File: config.mk
export PLATFORM = sky130hd
export DESIGN_NAME = padctrl_staged
export DESIGN_NICKNAME = d
export VERILOG_FILES = /design/src/rtl/padctrl_staged_pkg.sv /design/src/rtl/padctrl_staged_regs.sv /design/src/rtl/padctrl_staged.sv
export SDC_FILE = /design/constraint.sdc
export NUM_CORES = 1
export LEC_CHECK = 0
export CORE_MARGIN = 4
export CORE_UTILIZATION = 56
export DETAILED_ROUTE_END_ITERATION = 16
export PLACE_DENSITY_LB_ADDON = 0.15
export SLEW_MARGIN = 25
export SYNTH_ARGS = -nofsm -noshare
export SYNTH_HDL_FRONTEND = slang
export SYNTH_HIERARCHICAL = 1
export SYNTH_SLANG_ARGS = --single-unit
File: constraint.sdc
create_clock -name clk_i -period 11.4 [get_ports clk_i]
set_input_delay 1.71 -clock clk_i [delete_from_list [all_inputs] [get_ports clk_i]]
set_output_delay 1.71 -clock clk_i [all_outputs]
set_load 0.05 [all_outputs]
File: src/rtl/padctrl_staged_pkg.sv
// padctrl_staged_pkg: shared address map, sequencer states and reset constants for padctrl_staged.
// Latency: n/a (declarations only).
// Backpressure: n/a.
package padctrl_staged_pkg;

  // Word addresses of the register map. The pad windows are 64 words wide,
  // so only the top two address bits select the window.
  localparam logic [7:0] ADDR_SHADOW_BASE = 8'h00;
  localparam logic [7:0] ADDR_COMMIT      = 8'h40;
  localparam logic [7:0] ADDR_STATUS      = 8'h41;
  localparam logic [7:0] ADDR_LOCK        = 8'h42;
  localparam logic [7:0] ADDR_ACTIVE_BASE = 8'h80;

  // Largest pad count the 64-word pad windows can address.
  localparam int MAX_PADS = 64;

  // Value every shadow and active attribute takes out of reset.
  localparam logic [31:0] ATTR_RESET = 32'h0000_0000;

  typedef enum logic [1:0] {
    ST_IDLE   = 2'd0,
    ST_SCAN   = 2'd1,
    ST_SETTLE = 2'd2,
    ST_DONE   = 2'd3
  } seq_state_e;

  // STATUS register payload; first field lands in the highest bit.
  typedef struct packed {
    logic pending;
    logic lock;
    logic busy;
  } status_t;

  function automatic logic [31:0] status_word(input status_t s);
    return {29'd0, s};
  endfunction

endpackage

File: src/rtl/padctrl_staged_regs.sv
// padctrl_staged_regs: register decode, shadow attribute storage, lock bit and readback mux.
// Latency: ack, rdata and err are registered one cycle after each reg_req_i cycle.
// Backpressure: none; every strobe is accepted and answered on the following cycle.
// Ports: clk_i/rst_i; reg_* request/response; active_i/busy_i/pending_i for readback;
//        shadow_o/lock_o to the sequencer; commit_o is a same-cycle COMMIT strobe (already lock-qualified).
module padctrl_staged_regs
  import padctrl_staged_pkg::*;
#(
  parameter int                NP       = 20,
  parameter int                AttrDw   = 8,
  parameter int                IdxW     = 5,
  parameter logic [AttrDw-1:0] WarlMask = 'h3F
) (
  input  logic                         clk_i,
  input  logic                         rst_i,
  input  logic                         reg_req_i,
  input  logic                         reg_we_i,
  input  logic [7:0]                   reg_addr_i,
  input  logic [31:0]                  reg_wdata_i,
  input  logic [NP-1:0][AttrDw-1:0]    active_i,
  input  logic                         busy_i,
  input  logic                         pending_i,
  output logic                         reg_ack_o,
  output logic [31:0]                  reg_rdata_o,
  output logic                         reg_err_o,
  output logic [NP-1:0][AttrDw-1:0]    shadow_o,
  output logic                         lock_o,
  output logic                         commit_o
);

  logic [NP-1:0][AttrDw-1:0] shadow_q, shadow_d;
  logic                      lock_q, lock_d;
  logic                      ack_q, err_q, err_d;
  logic [31:0]               rdata_q, rdata_d;

  // Pad offset inside a 64-word window; the extra bit keeps NP = 64 comparable.
  logic [6:0]      pad_off;
  logic            pad_in_range;
  logic [IdxW-1:0] pad_idx;
  logic            hit_shadow, hit_active, hit_commit, hit_status, hit_lock, mapped;
  logic            wr, rd, wr_ok;
  logic            unused_wdata;

  assign pad_off      = {1'b0, reg_addr_i[5:0]};
  assign pad_in_range = pad_off < 7'(NP);
  assign pad_idx      = reg_addr_i[IdxW-1:0];

  assign hit_shadow = (reg_addr_i[7:6] == ADDR_SHADOW_BASE[7:6]) && pad_in_range;
  assign hit_active = (reg_addr_i[7:6] == ADDR_ACTIVE_BASE[7:6]) && pad_in_range;
  assign hit_commit = reg_addr_i == ADDR_COMMIT;
  assign hit_status = reg_addr_i == ADDR_STATUS;
  assign hit_lock   = reg_addr_i == ADDR_LOCK;
  assign mapped     = hit_shadow | hit_active | hit_commit | hit_status | hit_lock;

  assign wr    = reg_req_i & reg_we_i;
  assign rd    = reg_req_i & ~reg_we_i;
  // Once locked, every configuration write is silently dropped (no error).
  assign wr_ok = wr & ~lock_q;

  assign commit_o = wr_ok & hit_commit & reg_wdata_i[0];

  // Only the low AttrDw bits are ever stored.
  assign unused_wdata = ^reg_wdata_i;

  always_comb begin
    shadow_d = shadow_q;
    lock_d   = lock_q;
    rdata_d  = '0;
    err_d    = reg_req_i & ~mapped;

    if (wr_ok && hit_shadow) begin
      shadow_d[pad_idx] = reg_wdata_i[AttrDw-1:0] & WarlMask;
    end
    if (wr_ok && hit_lock && reg_wdata_i[0]) begin
      lock_d = 1'b1;
    end

    // Write-only registers (COMMIT, LOCK) read back as zero without error.
    if (rd) begin
      if (hit_shadow) begin
        rdata_d = 32'(shadow_q[pad_idx]);
      end else if (hit_active) begin
        rdata_d = 32'(active_i[pad_idx]);
      end else if (hit_status) begin
        rdata_d = status_word('{pending: pending_i, lock: lock_q, busy: busy_i});
      end
    end
  end

  always_ff @(posedge clk_i or posedge rst_i) begin
    if (rst_i) begin
      shadow_q <= {NP{ATTR_RESET[AttrDw-1:0]}};
      lock_q   <= 1'b0;
      ack_q    <= 1'b0;
      err_q    <= 1'b0;
      rdata_q  <= '0;
    end else begin
      shadow_q <= shadow_d;
      lock_q   <= lock_d;
      ack_q    <= reg_req_i;
      err_q    <= err_d;
      rdata_q  <= rdata_d;
    end
  end

  assign reg_ack_o   = ack_q;
  assign reg_rdata_o = rdata_q;
  assign reg_err_o   = err_q;
  assign shadow_o    = shadow_q;
  assign lock_o      = lock_q;

endmodule

File: src/rtl/padctrl_staged.sv
// padctrl_staged: shadow/active pad attribute bank; COMMIT walks the pads and copies changed shadows to the outputs.
// Latency: register ack 1 cycle after strobe; sequence costs 1 cycle per pad plus SettleCycles per changed pad, plus 1 DONE cycle.
// Backpressure: none; COMMITs arriving while busy collapse into one pending rerun.
// Ports: clk_i, rst_i (async, active-high); reg_req_i/reg_we_i/reg_addr_i/reg_wdata_i -> reg_ack_o/reg_rdata_o/reg_err_o;
//        mio_attr_o/dio_attr_o active attributes, pad 0 in the LSBs; busy_o while sequencing; done_o one-cycle end pulse.
module padctrl_staged
  import padctrl_staged_pkg::*;
#(
  parameter int                NMioPads     = 16,
  parameter int                NDioPads     = 4,
  parameter int                AttrDw       = 8,
  parameter logic [AttrDw-1:0] WarlMask     = 'h3F,
  parameter int                SettleCycles = 4
) (
  input  logic                         clk_i,
  input  logic                         rst_i,
  input  logic                         reg_req_i,
  input  logic                         reg_we_i,
  input  logic [7:0]                   reg_addr_i,
  input  logic [31:0]                  reg_wdata_i,
  output logic                         reg_ack_o,
  output logic [31:0]                  reg_rdata_o,
  output logic                         reg_err_o,
  output logic [NMioPads*AttrDw-1:0]   mio_attr_o,
  output logic [NDioPads*AttrDw-1:0]   dio_attr_o,
  output logic                         busy_o,
  output logic                         done_o
);

  localparam int NP   = NMioPads + NDioPads;
  localparam int IdxW = (NP > 1) ? $clog2(NP) : 1;
  localparam logic [7:0] SETTLE_LOAD = 8'(SettleCycles);

  if (NP < 1 || NP > MAX_PADS) begin : g_bad_np
    $error("padctrl_staged: NMioPads+NDioPads must be in 1..64");
  end
  if (AttrDw < 1 || AttrDw > 32) begin : g_bad_attrdw
    $error("padctrl_staged: AttrDw must be in 1..32");
  end
  if (SettleCycles < 1 || SettleCycles > 255) begin : g_bad_settle
    $error("padctrl_staged: SettleCycles must be in 1..255");
  end

  seq_state_e                state_q, state_d;
  logic [IdxW-1:0]           idx_q, idx_d;
  logic [7:0]                cnt_q, cnt_d;
  logic                      pending_q, pending_d;
  logic [NP-1:0][AttrDw-1:0] active_q, active_d;

  logic [NP-1:0][AttrDw-1:0] shadow;
  logic                      lock;
  logic                      commit;
  logic                      last_pad;

  padctrl_staged_regs #(
    .NP       (NP),
    .AttrDw   (AttrDw),
    .IdxW     (IdxW),
    .WarlMask (WarlMask)
  ) u_regs (
    .clk_i       (clk_i),
    .rst_i       (rst_i),
    .reg_req_i   (reg_req_i),
    .reg_we_i    (reg_we_i),
    .reg_addr_i  (reg_addr_i),
    .reg_wdata_i (reg_wdata_i),
    .active_i    (active_q),
    .busy_i      (busy_o),
    .pending_i   (pending_q),
    .reg_ack_o   (reg_ack_o),
    .reg_rdata_o (reg_rdata_o),
    .reg_err_o   (reg_err_o),
    .shadow_o    (shadow),
    .lock_o      (lock),
    .commit_o    (commit)
  );

  assign last_pad = idx_q == IdxW'(NP - 1);

  // The scan reads the live shadow bank, so shadow writes that land before
  // the scan reaches a pad are picked up by the running sequence.
  always_comb begin
    state_d   = state_q;
    idx_d     = idx_q;
    cnt_d     = cnt_q;
    pending_d = pending_q;
    active_d  = active_q;

    case (state_q)
      ST_IDLE: begin
        if (commit) begin
          state_d = ST_SCAN;
          idx_d   = '0;
        end
      end

      ST_SCAN: begin
        if (commit) begin
          pending_d = 1'b1;
        end
        if (shadow[idx_q] != active_q[idx_q]) begin
          // Only one pad changes per cycle; the settle window follows it.
          active_d[idx_q] = shadow[idx_q];
          cnt_d           = SETTLE_LOAD;
          state_d         = ST_SETTLE;
        end else if (last_pad) begin
          state_d = ST_DONE;
        end else begin
          idx_d = idx_q + IdxW'(1);
        end
      end

      ST_SETTLE: begin
        if (commit) begin
          pending_d = 1'b1;
        end
        if (cnt_q <= 8'd1) begin
          if (last_pad) begin
            state_d = ST_DONE;
          end else begin
            state_d = ST_SCAN;
            idx_d   = idx_q + IdxW'(1);
          end
        end else begin
          cnt_d = cnt_q - 8'd1;
        end
      end

      ST_DONE: begin
        // A COMMIT landing on the DONE cycle counts as pending and is
        // consumed immediately by the rerun from pad 0.
        idx_d     = '0;
        pending_d = 1'b0;
        state_d   = (pending_q || commit) ? ST_SCAN : ST_IDLE;
      end

      default: begin
        state_d = ST_IDLE;
      end
    endcase
  end

  always_ff @(posedge clk_i or posedge rst_i) begin
    if (rst_i) begin
      state_q   <= ST_IDLE;
      idx_q     <= '0;
      cnt_q     <= '0;
      pending_q <= 1'b0;
      active_q  <= {NP{ATTR_RESET[AttrDw-1:0]}};
    end else begin
      state_q   <= state_d;
      idx_q     <= idx_d;
      cnt_q     <= cnt_d;
      pending_q <= pending_d;
      active_q  <= active_d;
    end
  end

  // MIO pads occupy the low indices, DIO pads follow.
  assign mio_attr_o = active_q[NMioPads-1:0];
  assign dio_attr_o = active_q[NP-1:NMioPads];
  assign busy_o     = state_q != ST_IDLE;
  assign done_o     = state_q == ST_DONE;

  // lock only gates register writes inside the regs block; a running
  // sequence is deliberately unaffected by it.
  logic unused_lock;
  assign unused_lock = lock;

endmodule

* Word-level counts from Yosys, hierarchy flattened *
Index checks and enable logic that the tools add are counted.

word-level totals
  bits in registers = 371
  input bits = 44
  word-level logic and storage cells = 139

operators by class
  add/subtract/negate cells = 2
  magnitude comparators = 6
  eq/ne operators = 16
  mux-type cells = 35
  bitwise logic cells = 13
  reductions and logical operators = 19

operators by type and width
  kind                   count
  $bwmux W160            2
  $bmux W8 S5            4
  $mux W32               3
  $demux W8 S5           2
  $mux W8                8
  $eq A8 B7 Y1 const B   3
  $mux W5                4
  $pmux W5 S4            1
  $pmux W8 S2            1
  $lt A5 B6 Y1 const B   2
  $ge A5 B1 Y1 const B   2
  $mux W2                5
  $ne A2 B2 Y1 const B   5
  $reduce_and A3 Y1      3
  $le A8 B1 Y1 const B   1
  $ne A8 B8 Y1           1
  $pmux W2 S4            1
  $sub A8 B1 Y8 const B  1
  $logic_and A1 B1 Y1    7
  $and A1 B1 Y1          6
  $eq A2 B2 Y1 const B   3
  $lt A6 B5 Y1 const B   1
  $reduce_bool A2 Y1     3
  $add A5 B1 Y5 const B  1
  other kinds (13)       21

* Depth between registers and ports, before layout *
Gate-level depths: netlist (run 1).

  word-level depth = 8
  depth in mapped cells = 15

* Hierarchy *
The synthesis (run 1) kept the hierarchy.

modules (own cells, without submodules)
  module               instances  cells an instance  area an instance (um^2)
  padctrl_staged       1          820                10503.8
  padctrl_staged_regs  1          649                7895.1

* Worst setup path before layout (run 1) *
OpenSTA, ideal clock, no wires.

  path type = input to register
  start = input port reg_addr_i[2]
  end = register idx_q[1]
  data arrival time = 3.493 ns
  required time = 11.279 ns
  setup slack = 7.786 ns
  cell stages on the path = 9
  path through = clkbuf_1 -> clkbuf_1 -> nor4_1 -> and3_1 -> nand4_1 -> nor2_1 -> o21ai_1 -> or2_1 -> a22o_1

between the ends
  word-level cells in the longest chain between the ends = 5

ends and longest elaborated chain
  item                                RTL line                   RTL
  start, declared                     padctrl_staged.sv:19       input logic [7:0] reg_addr_i,
  $eq A8 B7 Y1                        padctrl_staged_regs.sv:50  assign hit_commit = reg_addr_i == ADDR_COMMIT;
  $and A1 B1 Y1 (2 in a row)          padctrl_staged_regs.sv:60  assign commit_o = wr_ok & hit_commit & reg_wdata_i[0];
  via commit                          padctrl_staged.sv:52       logic commit;
  $ne A2 B2 Y1 (no source line)       --
  $reduce_and A3 Y1 (no source line)  --
  end signal, assigned                padctrl_staged.sv:152      idx_q <= idx_d;
  end, declared                       padctrl_staged.sv:45       logic [IdxW-1:0] idx_q, idx_d;

The timed path passes the listed nets, and every way through them passes these cells.
A chain may end at the register's enable or synchronous reset.

* Worst setup path after layout (run 1) *
  start = register idx_q[1]
  end = register active_q (netlist bit mio_attr_o[17])

between the ends
  word-level cells in the longest chain between the ends = 5
  elaborated cells on any way between the ends = 12
  classes of those cells = order compare: 2; eq/ne: 1; mux: 7; reduce/logical: 2

ends and longest elaborated chain
  item                                                                RTL line               RTL
  $lt A5 B6 Y1 (not written as such) or $ge A5 B1 Y1 (tied branches)  padctrl_staged.sv:103  active_d[idx_q] = shadow[idx_q];
  $logic_and A1 B1 Y1 (not written as such)                           padctrl_staged.sv:103
  $mux W8 (not written as such)                                       padctrl_staged.sv:103
  $demux W8 S5                                                        padctrl_staged.sv:103
  $bwmux W160                                                         padctrl_staged.sv:103
  end signal, assigned                                                padctrl_staged.sv:149  active_q <= {NP{ATTR_RESET[AttrDw-1:0]}};
  end signal, assigned                                                padctrl_staged.sv:155  active_q <= active_d;
  end, declared                                                       padctrl_staged.sv:48   logic [NP-1:0][AttrDw-1:0] active_q, active_d;

Several ways; a longest one is shown, not always the timed one. The select of a mux whose other input is x is not followed.

==> flow_metrics.env, run 1 <==
export IMPL_ir_worst_vdd_uv=156
export IMPL_nets=1655
export IMPL_grt_max_degree=113
export IMPL_synth_top_area_frac=0.418
export IMPL_cts_setup_buffers=0
export IMPL_initial_utilization=0.567
export IMPL_cp_num_cells=11
export IMPL_syn_area_per_cell_um2=12.5
export IMPL_maxCapViolations=0
export IMPL_setup_violations=0
export IMPL_io_pins=240
export IMPL_antenna_found_initial=0
export IMPL_finClkSkew_ns=0.0196
export IMPL_die_y_um=189
export IMPL_critPathMostFrequentCell="buf_4"
export IMPL_n_fill_cell=2465
export IMPL_outcome="finished clean"
export IMPL_cts_hold_buffers=0
export IMPL_synthMostInstantiatedCell="dfrtp_1"
export IMPL_final_hold_viol_count=0
export IMPL_cts_tree="built"
export IMPL_finalCritPeriodShare=0.584
export IMPL_leakagePower_nw=9.63
export IMPL_end_kind="register"
export IMPL_drt_initial_drc_count=1481
export IMPL_power_total_mw=4.52
export IMPL_yosysUniqueCellTypes=84
export IMPL_cts_root_buf="clkbuf_16"
export IMPL_place_congestion=0.921
export IMPL_crit_buf_inv=2
export IMPL_ant_nets=0
export IMPL_syn_inst=1469
export IMPL_clk_latency_ns=0.53
export IMPL_yosysWarnings=6
export IMPL_async_reset_ff_frac=1.00
export IMPL_worstMarginPinSlew_ns=1.08
export IMPL_cts_path_max_buffers=3
export IMPL_via_per_inst=6.58
export IMPL_yosys_area_top_type="dfrtp_1"
export IMPL_post_drt_wl_per_cell_um=28.4
export IMPL_n_antenna_cell=0
export IMPL_synth_seq_cells=307
export IMPL_rows=66
export IMPL_yosys_top_cells_count="307 x dfrtp_1, 194 x mux2i_1, 177 x mux2_2, 80 x mux2_4, 76 x buf_4"
export IMPL_arrival_ns=7.06
export IMPL_rsz0062_at_grt="false"
export IMPL_finalSetupTns_ns=0
export IMPL_clkTransAtPathRegs_ns=0.06
export IMPL_cp_data_required_time_ns=11.80
export IMPL_grt_pass1_wl_um=87400
export IMPL_slowest_stage="dfrtp_4"
export IMPL_synth_area_um2=18400
export IMPL_hold_path_cell_count=1
export IMPL_core_area_um2=32500
export IMPL_vias=13606
export IMPL_path_delay_family="simple AND/OR/NAND/NOR gates"
export IMPL_max_freq_mhz=150
export IMPL_post_cts_resized=0
export IMPL_r2r_cells=11
export IMPL_hold_class="reg2reg"
export IMPL_clock_sinks=307
export IMPL_timing_final_crit_period_ns=6.66
export IMPL_die_area_um2=35800
export IMPL_synth_area_top_cells="dfrtp_1 42%, mux2_2 11%, mux2i_1 11%"
export IMPL_numCtsBuffers=35
export IMPL_crit_type="reg2reg"
export IMPL_synth_edf_count=0
export IMPL_slowest_delay_ns=1.03
export IMPL_cts_max_level=2
export IMPL_routed_wl_um=58600
export IMPL_drtPass1Iterations=7
export IMPL_placement_io_buffers=189
export IMPL_power_density_nw_per_um2=211
export IMPL_cp_max_fo=61
export IMPL_worstPathCellList="buf_4, buf_4, mux2i_1, o22ai_1, nor2_1, nand3_1, xnor2_1, nand4_2, o21a_2, nand4b_2, mux2_2"
export IMPL_grt_pass1_vias=13550
export IMPL_synth_main_ff_cell="dfrtp_1"
export IMPL_drive_above_1_share=0.268
export IMPL_maxSlewHeadroom=0.283
export IMPL_track_usage=0.321
export IMPL_dp_hpwl_um=39000
export IMPL_dieWidth_um=189
export IMPL_drt_drc_violations_left=0
export IMPL_critical_path_startpoint_type="register"
export IMPL_ys_seq_area_frac=0.418
export IMPL_utilization=0.660
export IMPL_overflow=0
export IMPL_area_delta_synth_final_pct=16.4
export IMPL_maxSlewViolCount=0
==> report_power, final <==
group,total [mW],switching (mW),internal (mW)
Clock,1.18,0.461,0.715
Sequential,1.41,0.186,1.22
Combinational,1.94,1.26,0.678
Total,4.52,1.91,2.61
==> cells in the final DEF (no fill, tap or decap), types with 4 or more instances in the layout <==
master             n
or4bb_1            4
ha_1              11
nand3_4           14
buf_4             19
a211oi_1          13
mux4_2            50
a21oi_1            8
inv_1             16
nand3_1           23
mux2_1            32
a22oi_1           25
mux2i_1          194
xnor2_1            8
or3_1              5
o21a_1             6
o21ai_0           14
clkbuf_16         36
nand2b_1           5
o22ai_1           48
nor3_1            11
mux2_4            80
nand2_1           69
and3_1             7
o211ai_1           9
o221ai_1           4
clkbuf_8          10
nor2_1            35
conb_1            64
nor4_1             8
a311oi_1           5
clkbuf_1           8
nand4_1           20
dfrtp_1          306
nand4b_2           4
clkdlybuf4s50_1  187
mux2_2           177
==> worst reg2reg max path, cell delays in order, from the launching register on <==
cell	delay, ns
dfrtp_4	1.03
buf_4	0.93
buf_4	0.63
mux2i_1	0.25
o22ai_1	0.09
nor2_1	0.13
nand3_1	0.65
xnor2_1	0.45
nand4_2	0.32
o21a_2	0.89
nand4b_2	0.70
mux2_2	0.49
==> logic make-up after synthesis <==
kind of cell	count (synthesis)	share of synthesized area
AO/OA/AOI/OAI	157	0.0607
XOR/XNOR	10	0.00517
adder cells (fa/ha/maj)	11	0.00748
buffers and inverters	196	0.0606
flip-flops	307	0.418
multiplexers	533	0.360
other	1	0.000204
AND/OR/NAND/NOR	254	0.0884
==> state kept, by name, indices dropped and copies added, names as in the netlist <==
name and count:
u_regs/shadow_o 120, u_regs/reg_ack_o 1, u_regs/lock_o 1, dio_attr_o 32, cnt_q 8, mio_attr_o 128, state_q 2, u_regs/reg_err_o 1
idx_q 5, pending_q 1, u_regs/reg_rdata_o 8
==> per-stage QoR <==
| step | setup slack [ns] | instances | area [µm²] | hold WS [ns] |
|---|---|---|---|---|
| after floorplan | 4.92 | 1532 | 18600 | 0.483 |
| after global placement | 4.95 | 2005 | 20200 | 0.507 |
| after detailed placement | 4.90 | 2005 | 20200 | 0.512 |
| after CTS | 4.88 | 2068 | 21400 | 0.527 |
| after global routing | 4.52 | 2068 | 21400 | 0.545 |
| final | 4.74 | 2068 | 21400 | 0.531 |
==> area by class of cell <==
cell class / count / area [µm²] / area share
repair buffers: 208 / 2030 / 0.0948
flip-flops and latches: 307 / 7690 / 0.359
well taps: 442 / 553 / 0.0258
clock inverters: 9 / 138 / 0.00642
clock buffers: 54 / 1070 / 0.0499
inverters: 19 / 81.3 / 0.00380
multi-input cells: 1029 / 9870 / 0.461
==> final timing paths <==
check | from | to | slack (ns)
max | idx_q[1] | mio_attr_o[17] | 4.74
max reg2reg | idx_q[1] | mio_attr_o[17] | 4.74
max in group asynchronous | rst_i | u_regs/shadow_o[16] | 8.07
min in group asynchronous | rst_i | cnt_q[2] | 1.80
min | u_regs/shadow_o[84] | u_regs/shadow_o[84] | 0.53
min reg2reg | u_regs/shadow_o[84] | u_regs/shadow_o[84] | 0.53
==> metal layers <==
layer	GRT usage	wire length [µm]	vias to the layer above
met1	0.453	23400	6925
met5	0	0	-
met2	0.491	26300	838
met3	0.0713	6240	185
met4	0.122	2740	0
li1	-	-	5658
Note: power is estimated with default switching activity, not from simulation.
==> inputs of run 2 (changes only) <==
- CORE_UTILIZATION: 56 -> 51
- clock period: 11.4 -> 6.1 ns (I/O delays scaled with it)
==> run 2 against run 1 <==
  * Clock power grew 81%
  * Clock-buffer cell count rose by 1
  * Routed wire length up 3.1%
  * Core utilization decreased by 5.2 points
  * Register-to-register slack worse by 3.4 ns
  * Global-route usage down 1.9 points
  * Combinational power is 90% higher
  * Critical endpoint is now mio_attr_o[64]
  * Highest routed layer is now met5
==> flow_metrics.env, run 2 (synthesized netlist as in run 1, its figures left out) <==
export IMPL_final_hold_viol_count=0
export IMPL_cts_max_level=2
export IMPL_cp_max_fo=21
export IMPL_fin_cells=2117
export IMPL_final_common_cell="dfrtp_1"
export IMPL_place_inst=2052
export IMPL_largest_reg_flops=128
export IMPL_switching_share=0.425
export IMPL_maxSlewHeadroom=0.307
export IMPL_vias=13483
export IMPL_overflow=0
export IMPL_finalSetupTns_ns=0
export IMPL_drt_initial_drc_count=1225
export IMPL_clkTransAtPathRegs_ns=0.06
export IMPL_cp_data_required_time_ns=6.51
export IMPL_drtPass1Iterations=5
export IMPL_timing_final_crit_period_ns=4.74
export IMPL_p_seq_frac=0.314
export IMPL_rows=69
export IMPL_grt_pass1_wl_um=88200
export IMPL_dieWidth_um=198
export IMPL_numCtsBuffers=36
export IMPL_pwr_share_comb=0.434
export IMPL_grt_pass1_vias=13334
export IMPL_fin_ws_ns=1.36
export IMPL_n_antenna_cell=0
export IMPL_hold_start="u_regs/shadow_o[116]"
export IMPL_nets=1685
export IMPL_max_freq_mhz=211
export IMPL_switchingPower_mw=3.61
export IMPL_p_int_mw=4.88
export IMPL_clockPowerShare=0.252
export IMPL_worstMarginPinSlew_ns=1.03
export IMPL_maxCapViolations=0
export IMPL_antenna_found_initial=4
export IMPL_initial_utilization=0.517
export IMPL_mostFrequentLayoutCells="305 x dfrtp_1, 194 x mux2i_1, 187 x clkdlybuf4s50_1"
export IMPL_critical_path_startpoint_type="register"
export IMPL_crit_type="reg2reg"
export IMPL_arrival_ns=5.15
export IMPL_core_area_um2=35600
export IMPL_finalCritPeriodShare=0.778
export IMPL_end_kind="register"
export IMPL_drt_drc_violations_left=0
export IMPL_utilization=0.608
export IMPL_startpoint="idx_q[3]"
export IMPL_via_per_inst=6.37
export IMPL_cts_hold_buffers=0
export IMPL_placement_io_buffers=189
export IMPL_die_y_um=198
export IMPL_io_pins=240
export IMPL_cts_setup_buffers=0
export IMPL_cts_root_buf="clkbuf_16"
export IMPL_timing_rr_start="idx_q[3]"
export IMPL_rsz0062_at_grt="false"
export IMPL_outcome="finished clean"
export IMPL_post_cts_resized=0
export IMPL_finClkSkew_ns=0.0138
export IMPL_dp_hpwl_um=42000
export IMPL_post_drt_wl_per_cell_um=28.5
export IMPL_leakagePower_nw=9.76
export IMPL_cts_tree="built"
export IMPL_clock_sinks=307
export IMPL_area_delta_synth_final_pct=17.6
export IMPL_setup_violations=0
export IMPL_grt_max_degree=101
export IMPL_maxSlewViolCount=0
export IMPL_power_density_nw_per_um2=392
export IMPL_clk_latency_ns=0.54
export IMPL_die_area_um2=39200
export IMPL_hold_class="reg2reg"
export IMPL_dp_slack_ns=1.47
export IMPL_routed_wl_um=60400
export IMPL_track_usage=0.302
export IMPL_ir_worst_vdd_uv=457
export IMPL_drive_above_1_share=0.280
export IMPL_cts_path_max_buffers=3
export IMPL_place_congestion=0.919
export IMPL_ant_nets=0
-- run 2: per-stage QoR --
stage / power [mW] / cell area (µm²) / hold WS, ns
2_1_floorplan: 5.18 / 18600 / 0.483
3_3_place_gp: 6.29 / 20400 / 0.507
3_5_place_dp: 6.32 / 20400 / 0.514
4_1_cts: 8.47 / 21600 / 0.525
5_1_grt: 8.78 / 21600 / 0.538
6_report: 8.49 / 21600 / 0.526
-- run 2: final cells by class --
cell class / count / area, µm²
clock buffers: 55 / 1080
clock inverters: 9 / 80.1
fillers: 2868 / 13900
inverters: 19 / 78.8
multi-input cells: 1029 / 9850
flip-flops and latches: 307 / 7690
well taps: 461 / 577
repair buffers: 237 / 2280
-- run 2: power groups by stage --
stage / Sequential (mW) / Combinational (mW) / Clock [mW]
4_1_cts: 2.66 / 3.64 / 2.16
3_3_place_gp: 2.69 / 3.60 / 0
5_1_grt: 2.71 / 3.83 / 2.24
2_1_floorplan: 3.21 / 1.97 / 0
6_report: 2.67 / 3.68 / 2.14
3_5_place_dp: 2.69 / 3.63 / 0
-- run 2: worst paths after layout --
| check | to | slack (ns) | cells after the start |
|---|---|---|---|
| worst max-delay path | mio_attr_o[64] | 1.36 | 11 |
| worst min-delay path | u_regs/shadow_o[116] | 0.53 | 1 |
| worst max register to register | mio_attr_o[64] | 1.36 | 11 |
| worst min register to register | u_regs/shadow_o[116] | 0.53 | 1 |
| max in group asynchronous | u_regs/shadow_o[113] | 4.00 | 3 |
| min in group asynchronous | state_q[1] | 0.87 | 2 |
-- run 2: routing by layer --
metal / share of wire / global-route usage / vias up
met4: 0.028 / 0.0854 / 8
met5: 0.00089 / 0 / -
met1: 0.41 / 0.425 / 6978
met3: 0.091 / 0.0759 / 113
met2: 0.46 / 0.468 / 676
li1: - / - / 5708
-- run 2: critical path, stage by stage (launching register included) --
cell     delay (ns)
dfrtp_1        0.69
buf_4          0.36
nor2_2         0.69
nand4_1        0.41
nand2_1        0.18
buf_4          0.28
xnor2_1        0.12
nand4_2        0.21
o21a_2         0.65
buf_4          0.30
nand3_4        0.26
mux2_4         0.40
